[src/rtl/udp_rx_chan_packer_if.sv]
// -----------------------------------------------------------------------------
// udp_rx_chan_packer_if
// Groups the UDP receive-side stream signals of udp_rx_chan_packer into one
// bundle:
//   s_hdr_*      UDP header handshake and fields, from the UDP core
//   s_payload_*  byte-wide payload stream, from the UDP core
//   m_*          packed output word stream, to the per-channel consumer / FIFO
// Modports:
//   slave  - the packer's view: it consumes the s_* side and drives m_*
//   master - the environment's view: it drives s_* and m_ready
// -----------------------------------------------------------------------------
interface udp_rx_chan_packer_if #(
    parameter int DATA_W = 64,
    parameter int CH_W   = 2
);
    localparam int KEEP_W = DATA_W / 8;

    // Header channel
    logic              s_hdr_valid;
    logic              s_hdr_ready;
    logic [31:0]       s_ip_source_ip;
    logic [31:0]       s_ip_dest_ip;
    logic [15:0]       s_source_port;
    logic [15:0]       s_dest_port;

    // Payload byte stream
    logic [7:0]        s_payload_tdata;
    logic              s_payload_tvalid;
    logic              s_payload_tready;
    logic              s_payload_tlast;
    logic              s_payload_tuser;

    // Packed output word stream
    logic [DATA_W-1:0] m_data;
    logic [KEEP_W-1:0] m_keep;
    logic [CH_W-1:0]   m_chan;
    logic              m_valid;
    logic              m_last;
    logic              m_user;
    logic              m_ready;

    modport slave (
        input  s_hdr_valid, s_ip_source_ip, s_ip_dest_ip, s_source_port, s_dest_port,
        input  s_payload_tdata, s_payload_tvalid, s_payload_tlast, s_payload_tuser,
        input  m_ready,
        output s_hdr_ready, s_payload_tready,
        output m_data, m_keep, m_chan, m_valid, m_last, m_user
    );

    modport master (
        output s_hdr_valid, s_ip_source_ip, s_ip_dest_ip, s_source_port, s_dest_port,
        output s_payload_tdata, s_payload_tvalid, s_payload_tlast, s_payload_tuser,
        output m_ready,
        input  s_hdr_ready, s_payload_tready,
        input  m_data, m_keep, m_chan, m_valid, m_last, m_user
    );
endinterface

[src/rtl/udp_rx_chan_packer.sv]
// -----------------------------------------------------------------------------
// udp_rx_chan_packer
// Multi-channel UDP receive filter and payload packer (core clock domain).
// Each incoming datagram header is matched against the local IP, optionally
// the expected source IP/port, and up to CH_N enabled local ports. Matching
// payload is packed little-endian into DATA_W words with a byte keep mask and
// tagged with the winning (lowest) channel index; non-matching datagrams are
// drained without output. Accepted/dropped datagrams are counted.
//
// Ports:
//   clk, rst_n    core clock, asynchronous active-low reset
//   bus           udp_rx_chan_packer_if.slave: header, payload and output word
//   local_ip      required destination IP of the datagram
//   dest_ip       required source IP (only when MATCH_SRC=1)
//   dest_port     required source port (only when MATCH_SRC=1)
//   ch_port       channel k local port at [16k+:16]
//   ch_en         per-channel enable
//   pkt_cnt       accepted datagrams (wrapping)
//   drop_cnt      dropped datagrams (wrapping)
// -----------------------------------------------------------------------------
module udp_rx_chan_packer #(
    parameter int DATA_W    = 64,
    parameter int CH_N      = 4,
    parameter int MATCH_SRC = 1
) (
    input  logic                 clk,
    input  logic                 rst_n,
    udp_rx_chan_packer_if.slave  bus,
    input  logic [31:0]          local_ip,
    input  logic [31:0]          dest_ip,
    input  logic [15:0]          dest_port,
    input  logic [16*CH_N-1:0]   ch_port,
    input  logic [CH_N-1:0]      ch_en,
    output logic [31:0]          pkt_cnt,
    output logic [31:0]          drop_cnt
);
    localparam int KEEP_W = DATA_W / 8;
    localparam int CH_W   = (CH_N > 1) ? $clog2(CH_N) : 1;
    localparam int IDX_W  = (KEEP_W > 1) ? $clog2(KEEP_W) : 1;

    typedef enum logic [1:0] {
        ST_IDLE   = 2'd0,
        ST_ACCEPT = 2'd1,
        ST_DROP   = 2'd2
    } state_t;

    // Registered state
    state_t              state_q;
    logic [DATA_W-1:0]   buf_q;      // partially collected word, unused lanes 0
    logic [IDX_W-1:0]    idx_q;      // lane of the next payload byte
    logic [CH_W-1:0]     chan_q;     // channel latched at header handshake
    logic [DATA_W-1:0]   m_data_q;
    logic [KEEP_W-1:0]   m_keep_q;
    logic [CH_W-1:0]     m_chan_q;
    logic                m_valid_q;
    logic                m_last_q;
    logic                m_user_q;
    logic [31:0]         pkt_cnt_q;
    logic [31:0]         drop_cnt_q;

    // Combinational helpers
    logic                ip_ok_s;
    logic                src_ok_s;
    logic                port_hit_s;
    logic [CH_W-1:0]     hit_chan_s;
    logic                match_s;
    logic                hdr_ready_s;
    logic                tready_s;
    logic                hdr_hs_s;
    logic                byte_hs_s;
    logic                word_done_s;
    logic [DATA_W-1:0]   word_s;
    logic [KEEP_W-1:0]   keep_s;

    // Channel search: scan from the top so the lowest matching channel wins.
    always_comb begin
        port_hit_s = 1'b0;
        hit_chan_s = '0;
        for (int k = CH_N - 1; k >= 0; k--) begin
            if (ch_en[k] && (bus.s_dest_port == ch_port[16*k +: 16])) begin
                port_hit_s = 1'b1;
                hit_chan_s = CH_W'(k);
            end else begin
                port_hit_s = port_hit_s;
                hit_chan_s = hit_chan_s;
            end
        end
    end

    // Datagram acceptance decision for the header currently offered.
    always_comb begin
        ip_ok_s = (bus.s_ip_dest_ip == local_ip);
        if (MATCH_SRC == 0) begin
            src_ok_s = 1'b1;
        end else begin
            src_ok_s = (bus.s_ip_source_ip == dest_ip) && (bus.s_source_port == dest_port);
        end
        match_s = ip_ok_s && src_ok_s && port_hit_s;
    end

    // Handshake readiness: payload is only back-pressured while accepting and
    // the output register holds a word the consumer has not taken.
    always_comb begin
        hdr_ready_s = (state_q == ST_IDLE);
        case (state_q)
            ST_IDLE:   tready_s = 1'b1;
            ST_DROP:   tready_s = 1'b1;
            ST_ACCEPT: tready_s = !m_valid_q || bus.m_ready;
            default:   tready_s = 1'b1;
        endcase
        hdr_hs_s  = bus.s_hdr_valid && hdr_ready_s;
        byte_hs_s = bus.s_payload_tvalid && tready_s;
    end

    // Lane insertion of the incoming byte and keep mask up to the current lane.
    always_comb begin
        word_s      = buf_q | (DATA_W'(bus.s_payload_tdata) << {idx_q, 3'b000});
        word_done_s = (idx_q == IDX_W'(KEEP_W - 1)) || bus.s_payload_tlast;
        keep_s      = '0;
        for (int l = 0; l < KEEP_W; l++) begin
            if (l <= int'(idx_q)) begin
                keep_s[l] = 1'b1;
            end else begin
                keep_s[l] = 1'b0;
            end
        end
    end

    // Filter/packer FSM together with output register and counters.
    always_ff @(posedge clk or negedge rst_n) begin
        if (!rst_n) begin
            state_q    <= ST_IDLE;
            buf_q      <= '0;
            idx_q      <= '0;
            chan_q     <= '0;
            m_data_q   <= '0;
            m_keep_q   <= '0;
            m_chan_q   <= '0;
            m_valid_q  <= 1'b0;
            m_last_q   <= 1'b0;
            m_user_q   <= 1'b0;
            pkt_cnt_q  <= 32'd0;
            drop_cnt_q <= 32'd0;
        end else begin
            // Consumer takes the word; a word loaded below overrides this.
            if (m_valid_q && bus.m_ready) begin
                m_valid_q <= 1'b0;
            end

            case (state_q)
                ST_IDLE: begin
                    // Stray payload bytes are accepted and discarded here.
                    if (hdr_hs_s) begin
                        chan_q <= hit_chan_s;
                        idx_q  <= '0;
                        buf_q  <= '0;
                        if (match_s) begin
                            state_q   <= ST_ACCEPT;
                            pkt_cnt_q <= pkt_cnt_q + 32'd1;
                        end else begin
                            state_q    <= ST_DROP;
                            drop_cnt_q <= drop_cnt_q + 32'd1;
                        end
                    end
                end

                ST_ACCEPT: begin
                    if (byte_hs_s) begin
                        if (word_done_s) begin
                            // byte_hs_s implies the output register is free
                            // or being emptied this cycle.
                            m_data_q  <= word_s;
                            m_keep_q  <= keep_s;
                            m_chan_q  <= chan_q;
                            m_valid_q <= 1'b1;
                            m_last_q  <= bus.s_payload_tlast;
                            m_user_q  <= bus.s_payload_tlast & bus.s_payload_tuser;
                            buf_q     <= '0;
                            idx_q     <= '0;
                        end else begin
                            buf_q <= word_s;
                            idx_q <= idx_q + IDX_W'(1);
                        end
                        if (bus.s_payload_tlast) begin
                            state_q <= ST_IDLE;
                        end
                    end
                end

                ST_DROP: begin
                    if (byte_hs_s && bus.s_payload_tlast) begin
                        state_q <= ST_IDLE;
                    end
                end

                default: begin
                    state_q <= ST_IDLE;
                end
            endcase
        end
    end

    assign bus.s_hdr_ready      = hdr_ready_s;
    assign bus.s_payload_tready = tready_s;
    assign bus.m_data           = m_data_q;
    assign bus.m_keep           = m_keep_q;
    assign bus.m_chan           = m_chan_q;
    assign bus.m_valid          = m_valid_q;
    assign bus.m_last           = m_last_q;
    assign bus.m_user           = m_user_q;
    assign pkt_cnt              = pkt_cnt_q;
    assign drop_cnt             = drop_cnt_q;

endmodule

[src/flat_wrapper.sv]
// flat-port wrapper written by rule: the top's interface ports become plain ports
module udp_rx_chan_packer_flat 
#(
    parameter int DATA_W    = 64,
    parameter int CH_N      = 4,
    parameter int MATCH_SRC = 1
)
  (clk, rst_n, local_ip, dest_ip, dest_port, ch_port, ch_en, pkt_cnt, drop_cnt, bus_s_hdr_valid, bus_s_ip_source_ip, bus_s_ip_dest_ip, bus_s_source_port, bus_s_dest_port, bus_s_payload_tdata, bus_s_payload_tvalid, bus_s_payload_tlast, bus_s_payload_tuser, bus_m_ready, bus_s_hdr_ready, bus_s_payload_tready, bus_m_data, bus_m_keep, bus_m_chan, bus_m_valid, bus_m_last, bus_m_user);
  udp_rx_chan_packer_if #(.DATA_W(DATA_W), .CH_W((2))) bus_i ();
  input  logic clk;
  input  logic rst_n;
  input  logic [31:0] local_ip;
  input  logic [31:0] dest_ip;
  input  logic [15:0] dest_port;
  input  logic [16*CH_N-1:0] ch_port;
  input  logic [CH_N-1:0] ch_en;
  output logic [31:0] pkt_cnt;
  output logic [31:0] drop_cnt;
  input wire logic [$bits(bus_i.s_hdr_valid)-1:0] bus_s_hdr_valid;
  input wire logic [$bits(bus_i.s_ip_source_ip)-1:0] bus_s_ip_source_ip;
  input wire logic [$bits(bus_i.s_ip_dest_ip)-1:0] bus_s_ip_dest_ip;
  input wire logic [$bits(bus_i.s_source_port)-1:0] bus_s_source_port;
  input wire logic [$bits(bus_i.s_dest_port)-1:0] bus_s_dest_port;
  input wire logic [$bits(bus_i.s_payload_tdata)-1:0] bus_s_payload_tdata;
  input wire logic [$bits(bus_i.s_payload_tvalid)-1:0] bus_s_payload_tvalid;
  input wire logic [$bits(bus_i.s_payload_tlast)-1:0] bus_s_payload_tlast;
  input wire logic [$bits(bus_i.s_payload_tuser)-1:0] bus_s_payload_tuser;
  input wire logic [$bits(bus_i.m_ready)-1:0] bus_m_ready;
  output wire logic [$bits(bus_i.s_hdr_ready)-1:0] bus_s_hdr_ready;
  output wire logic [$bits(bus_i.s_payload_tready)-1:0] bus_s_payload_tready;
  output wire logic [$bits(bus_i.m_data)-1:0] bus_m_data;
  output wire logic [$bits(bus_i.m_keep)-1:0] bus_m_keep;
  output wire logic [$bits(bus_i.m_chan)-1:0] bus_m_chan;
  output wire logic [$bits(bus_i.m_valid)-1:0] bus_m_valid;
  output wire logic [$bits(bus_i.m_last)-1:0] bus_m_last;
  output wire logic [$bits(bus_i.m_user)-1:0] bus_m_user;
  assign bus_i.s_hdr_valid = bus_s_hdr_valid;
  assign bus_i.s_ip_source_ip = bus_s_ip_source_ip;
  assign bus_i.s_ip_dest_ip = bus_s_ip_dest_ip;
  assign bus_i.s_source_port = bus_s_source_port;
  assign bus_i.s_dest_port = bus_s_dest_port;
  assign bus_i.s_payload_tdata = bus_s_payload_tdata;
  assign bus_i.s_payload_tvalid = bus_s_payload_tvalid;
  assign bus_i.s_payload_tlast = bus_s_payload_tlast;
  assign bus_i.s_payload_tuser = bus_s_payload_tuser;
  assign bus_i.m_ready = bus_m_ready;
  assign bus_s_hdr_ready = bus_i.s_hdr_ready;
  assign bus_s_payload_tready = bus_i.s_payload_tready;
  assign bus_m_data = bus_i.m_data;
  assign bus_m_keep = bus_i.m_keep;
  assign bus_m_chan = bus_i.m_chan;
  assign bus_m_valid = bus_i.m_valid;
  assign bus_m_last = bus_i.m_last;
  assign bus_m_user = bus_i.m_user;
  udp_rx_chan_packer #(.DATA_W(DATA_W), .CH_N(CH_N), .MATCH_SRC(MATCH_SRC)) u_core (.clk(clk), .rst_n(rst_n), .bus(bus_i), .local_ip(local_ip), .dest_ip(dest_ip), .dest_port(dest_port), .ch_port(ch_port), .ch_en(ch_en), .pkt_cnt(pkt_cnt), .drop_cnt(drop_cnt));
endmodule
[config.mk]
export PLATFORM = sky130hd
export DESIGN_NAME = udp_rx_chan_packer_flat
export DESIGN_NICKNAME = d
export VERILOG_FILES = /design/src/rtl/udp_rx_chan_packer_if.sv /design/src/rtl/udp_rx_chan_packer.sv /design/src/flat_wrapper.sv
export SDC_FILE = /design/constraint.sdc
export NUM_CORES = 1
export LEC_CHECK = 0
export CORE_MARGIN = 10
export CORE_UTILIZATION = 54
export CTS_BUF_LIST = sky130_fd_sc_hd__clkbuf_4 sky130_fd_sc_hd__clkbuf_8
export DETAILED_ROUTE_END_ITERATION = 7
export DONT_BUFFER_PORTS = 1
export PLACE_DENSITY_LB_ADDON = 0.25
export SETUP_SLACK_MARGIN = 0.02
export SLEW_MARGIN = 5
export SYNTH_ARGS = -nofsm -noshare
export SYNTH_HDL_FRONTEND = slang
export SYNTH_SLANG_ARGS = --single-unit
[constraint.sdc]
create_clock -name clk -period 3.55 [get_ports clk]
set_input_delay 0.71 -clock clk [delete_from_list [all_inputs] [get_ports clk]]
set_output_delay 0.71 -clock clk [all_outputs]
set_load 0.005 [all_outputs]
Yosys cells after proc, flatten, opt, wreduce, memory -nomap -nowiden

Cells that the tools add are included.

Flip-flop bits (word level): 212
Input port bits: 259
Output and inout port bits: 143

Add/sub/neg operators: 3
$lt $le $gt $ge: 7
Eq/ne operators: 14
Shift operators: 1
Muxes and demuxes: 34
Bitwise logic cells: 3
Reduce and logical (&&, ||, !) cells: 22

Operator list:

| cell                  | count |
|---|---|
| $mux 64               | 3 |
| $pmux 64 s2           | 1 |
| $eq 16x16->1          | 5 |
| $add 32x1->32 const B | 2 |
| $eq 32x32->1          | 2 |
| $or 64x64->64         | 1 |
| $shl 8x6->64          | 1 |
| $mux 2                | 9 |
| $mux 1                | 16 |
| $le 3x3->1 const A    | 4 |
| $reduce_and 3->1      | 4 |
| $logic_and 1x1->1     | 11 |
| $mux 3                | 3 |
| $le 2x3->1 const A    | 2 |
| $ne 2x1->1 const B    | 3 |
| $pmux 2 s3            | 1 |
| $pmux 3 s2            | 1 |
| $reduce_and 4->1      | 1 |
| $add 3x1->3 const B   | 1 |
| $eq 3x3->1 const B    | 1 |
| $le 1x3->1 const A    | 1 |
| $eq 2x1->1 const B    | 1 |
| $eq 2x2->1 const B    | 1 |
| $logic_not 2->1       | 1 |
| 7 further kinds       | 8 |

Longest topological paths before layout

Depth in word-level cells: 10
Gate-level depth with buffers: 10

Worst setup path before layout

No wires, ideal clock.

Kind: input port to flip-flop
Start: input port bus_s_dest_port[12]
End: register u_core.pkt_cnt_q[1] (netlist: u_core.pkt_cnt[1])
Data arrival time: 2.489 ns
Required time: 3.425 ns
Slack: 0.937 ns
Stages on the path: 8
Path buffers: 1
Path through: buf_6 xnor2_1 nand4_1 or4_1 o22ai_2 o311ai_4 nor2_1 mux2_2

Word-level cells in the longest chain between the ends: 8
Elaborated cells on any way between the ends: 14
Classes of those cells: 4 x eq/ne; 4 x mux; 6 x reduce/logical

RTL lines:

| element                        | RTL line                  | text |
|---|---|---|
| start, declared                | flat_wrapper.sv:23        | `input wire logic [$bits(bus_i.s_dest_port)-1:0] bus_s_dest_port;` |
| $eq 16x16->1                   | udp_rx_chan_packer.sv:80  | `if (ch_en[k] && (bus.s_dest_port == ch_port[16*k +: 16])) begin` |
| $logic_and 1x1->1              | udp_rx_chan_packer.sv:80  |  |
| $mux 1 (3 in a row)            | udp_rx_chan_packer.sv:80  |  |
| $mux 1 (*)                     | udp_rx_chan_packer.sv:80  |  |
| $logic_and 1x1->1 (*)          | udp_rx_chan_packer.sv:98  | `match_s = ip_ok_s && src_ok_s && port_hit_s;` |
| $reduce_and 3->1 (no line) (*) | -                         |  |
| end signal, assigned           | udp_rx_chan_packer.sv:159 | `pkt_cnt_q <= pkt_cnt_q + 32'd1;` |
| end, declared                  | udp_rx_chan_packer.sv:58  | `logic [31:0] pkt_cnt_q;` |

Every way passes the cells marked *; elsewhere a longest branch is shown, timed or not.
A chain may end at the register's enable or synchronous reset.

Final worst setup path

Start: input port dest_ip[16]
End: register u_core.pkt_cnt_q[5] (netlist: u_core.pkt_cnt[5])

Word-level cells in the longest chain between the ends: 5

RTL lines:

| element                        | RTL line                 | text |
|---|---|---|
| start, declared                | flat_wrapper.sv:13       | `input logic [31:0] dest_ip;` |
| $eq 32x32->1                   | udp_rx_chan_packer.sv:96 | `src_ok_s = (bus.s_ip_source_ip == dest_ip) && (bus.s_source_port == dest_port);` |
| $logic_and 1x1->1              | udp_rx_chan_packer.sv:96 |  |
| $logic_and 1x1->1 (2 in a row) | udp_rx_chan_packer.sv:98 |  |
| $reduce_and 3->1 (no line)     | -                        |  |

Every way passes these cells.

==> flow_metrics.env <==
export IMPL_status="finished with violations"
export IMPL_violations="negative hold slack"
export IMPL_die_width_um=161
export IMPL_ys_types=50
export IMPL_regArea_sq_um=5310
export IMPL_final_common_cell="dfrtp_1"
export IMPL_critPathKind="input port to flip-flop"
export IMPL_grt_max_degree=213
export IMPL_cts_buffers=37
export IMPL_htree_levels=2
export IMPL_fin_ws_ns=0.918
export IMPL_start_util_pct=54.8
export IMPL_cts_tree="yes"
export IMPL_skew_ns=0.0206
export IMPL_die_area_sq_um=25800
export IMPL_dp_hpwl_mm=27.8
export IMPL_hold_violations=212
export IMPL_rsz0062_at_grt="no"
export IMPL_worstPathCellList="xor2_1 > nor4_1 > nand4_1 > nor3_1 > buf_4 > o311ai_4 > buf_4 > nor4_2 > xor2_1"
export IMPL_drc=0
export IMPL_num_nets_final=1341
export IMPL_firstDrtPassIters=5
export IMPL_pre_cts_ws_ns=0.414
export IMPL_synth_top_family_by_area="simple AND/OR/NAND/NOR gates"
export IMPL_cts_sinks=212
export IMPL_finalWirelength_mm=35.6
export IMPL_leakagePower_nw=5.20
export IMPL_synthCells=1080
export IMPL_r2r_cells=8
export IMPL_drive_gt1_share_pct=10.4
export IMPL_fin_area_sq_um=11700
export IMPL_synth_adder_area_share_pct=0.587
export IMPL_fin_cells=1368
export IMPL_critPathMaxFanout=13
export IMPL_grt_pass1_vias=8248
export IMPL_holdWs_ns=-0.116
export IMPL_grtUsageTotal_pct=26.7
export IMPL_drv_slew=0
export IMPL_vias_per_cell=5.99
export IMPL_vdd_drop_max_mv=0.325
export IMPL_pin_count=402
export IMPL_synth_xor_area_share_pct=16.9
export IMPL_path_clk_slew_ns=0.06
export IMPL_area_delta_synth_final_pct=9.54
export IMPL_clock_latency_ns=0.52
export IMPL_max_cap_viol_count=0
export IMPL_vias=8189
export IMPL_die_h_um=161
export IMPL_hold_class="input port to async pin"
export IMPL_required_ns=3.98
export IMPL_p_total_mw=5.16
export IMPL_max_freq_mhz=380
export IMPL_antenna_found_initial=0
export IMPL_max_stage_delay_ns=0.52
export IMPL_grt_pass1_wl_mm=53.1
export IMPL_antenna_cells=0
export IMPL_layout_common_cells="212 x dfrtp_1, 130 x xor2_1, 108 x nand2_1, 105 x a21oi_1, 76 x xnor2_1"
export IMPL_ant_nets=0
export IMPL_critical_path_arrival_ns=3.06
export IMPL_multi_input_area_sq_um=5080
export IMPL_period_share_pct=74.1
export IMPL_clk_path_buf_depth=3
export IMPL_drtIter0Drc=680
export IMPL_worst_pin_slew_ns=0.967
export IMPL_placed_area_sq_um=10900
export IMPL_ys_ff_latch=212
export IMPL_synth_compound_area_share_pct=10.8
export IMPL_cts_root_buf="clkbuf_8"
export IMPL_portBuffers=0
export IMPL_gp_congestion=1.01
export IMPL_synthSimpleGateAreaFrac_pct=18.3
export IMPL_wl_per_cell_um=26.0
export IMPL_dp_cells=1303
export IMPL_setup_viol=0
export IMPL_muxShareOfSynthArea_pct=0.833
export IMPL_syn_area_sq_um=10700
export IMPL_crit_slowest_cell="nor4_1"
export IMPL_gr_total_overflow=0
export IMPL_cp_end_kind="flip-flop"
export IMPL_syn_num_nets=1344
export IMPL_syn_avg_cell_area_sq_um=9.88
export IMPL_setup_tns_ns=0
export IMPL_power_density_nw_per_um2=441
export IMPL_ys_seq_area_share_pct=49.7
export IMPL_fin_crit_ns=2.63
export IMPL_row_count=51
export IMPL_yosysWarnings=0
export IMPL_final_util_pct=60.0
export IMPL_cp_start_kind="input port"
export IMPL_slew_headroom_pct=35.3
export IMPL_fill_cells=1689
export IMPL_coreArea_sq_um=19500
-- worst max-delay path: cells and delay by family --
| kind | cells | cell delay, ns |
|---|---|---|
| xor gates and xnor gates | 2 | 0.33 |
| buffers and inverters | 2 | 0.47 |
| AOI/OAI and AO/OA | 1 | 0.22 |
| and+or+nand+nor | 4 | 1.32 |
-- metal layers --
| metal | track usage, % | share of wire, % |
|---|---|---|
| met1 | 31.4 | 37 |
| met2 | 41.7 | 46 |
| met3 | 14.9 | 14 |
| met4 | 6.30 | 2.1 |
| met5 | 0 | 0 |
-- area by class of cell --
| type | instances | share of cell area [%] |
|---|---|---|
| Tap cell | 265 | 2.84 |
| Inverter | 9 | 0.289 |
| Sequential cell | 212 | 45.4 |
| Clock buffer | 58 | 6.19 |
| Timing Repair Buffer | 18 | 1.26 |
| Multi-Input combinational cell | 799 | 43.5 |
| Clock inverter | 7 | 0.535 |
-- report_power, final --
| group | internal (mW) | leakage [nW] | switching, mW | total (mW) |
|---|---|---|---|---|
| clock | 1.37 | 0.420 | 0.959 | 2.32 |
| sequential | 2.45 | 2.92 | 0.0635 | 2.51 |
| combinational | 0.153 | 1.86 | 0.166 | 0.319 |
| total | 3.97 | 5.20 | 1.19 | 5.16 |
-- path summary, 6_finish.rpt --
| path | start | endpoint | slack (ns) |
|---|---|---|---|
| worst min register to register | u_core.buf_q[16] | u_core.buf_q[16] | 0.49 |
| min in group clk | bus_s_payload_tdata[2] | u_core.buf_q[26] | 0.32 |
| worst min-delay path | rst_n | u_core.buf_q[6] | -0.12 |
| worst max-delay path | dest_ip[16] | u_core.pkt_cnt[5] | 0.92 |
| max in group asynchronous | rst_n | u_core.drop_cnt[25] | 3.32 |
| worst max register to register | u_core.idx_q[1] | u_core.buf_q[62] | 0.93 |
-- flip-flops by register name, indices dropped and copies added (netlist names) --
register	flops
u_core.bus.m_last	1
u_core.pkt_cnt	32
u_core.bus.m_valid	1
u_core.buf_q	64
u_core.drop_cnt	32
u_core.idx_q	3
u_core.bus.m_user	1
u_core.bus.m_chan	2
u_core.bus.m_data	64
u_core.chan_q	2
u_core.bus.m_keep	8
u_core.state_q	2
-- cell usage after synthesis, drive strengths merged --
library cell,n,area share (%)
clkbuf,53,2.0
nand3b,3,0.21
mux2,7,0.74
or3,4,0.33
o31ai,1,0.070
nand2,109,3.8
a21oi,105,4.9
nand2b,3,0.18
nand4,28,1.7
and4b,1,0.094
mux2i,1,0.094
xor2,130,11
o211ai,1,0.070
buf,7,0.48
or4,3,0.21
nand4bb,1,0.11
nor2b,12,0.70
dfrtp,212,50
o21ai,74,3.5
o311ai,1,0.25
and2,12,0.70
ha,5,0.59
nor3b,1,0.070
a31oi,15,0.88
inv,9,0.32
xnor2,76,6.2
or2,1,0.059
and4,6,0.49
nor3,29,1.5
and3,13,0.76
a22o,10,0.82
nor4b,2,0.16
nor2,71,2.5
o22ai,1,0.12
a21o,2,0.14
nor4,40,3.2
nand4b,1,0.082
nand3,29,1.4
a211oi,1,0.070
-- logic make-up (layout without fill, tap and decap cells) --
family,count (synthesis),count (layout)
AO/OA/AOI/OAI,211,211
XOR/XNOR,206,206
buffers and inverters,69,92
adder cells (fa/ha/maj),5,5
AND/OR/NAND/NOR,369,369
flip-flops,212,212
multiplexers,8,8
-- timing repair --
item                      in CTS  in global routing
hold endpoints to repair     212                212
resized for setup              0                  0
setup buffers                  0                  0
(Power assumes the default switching activity.)
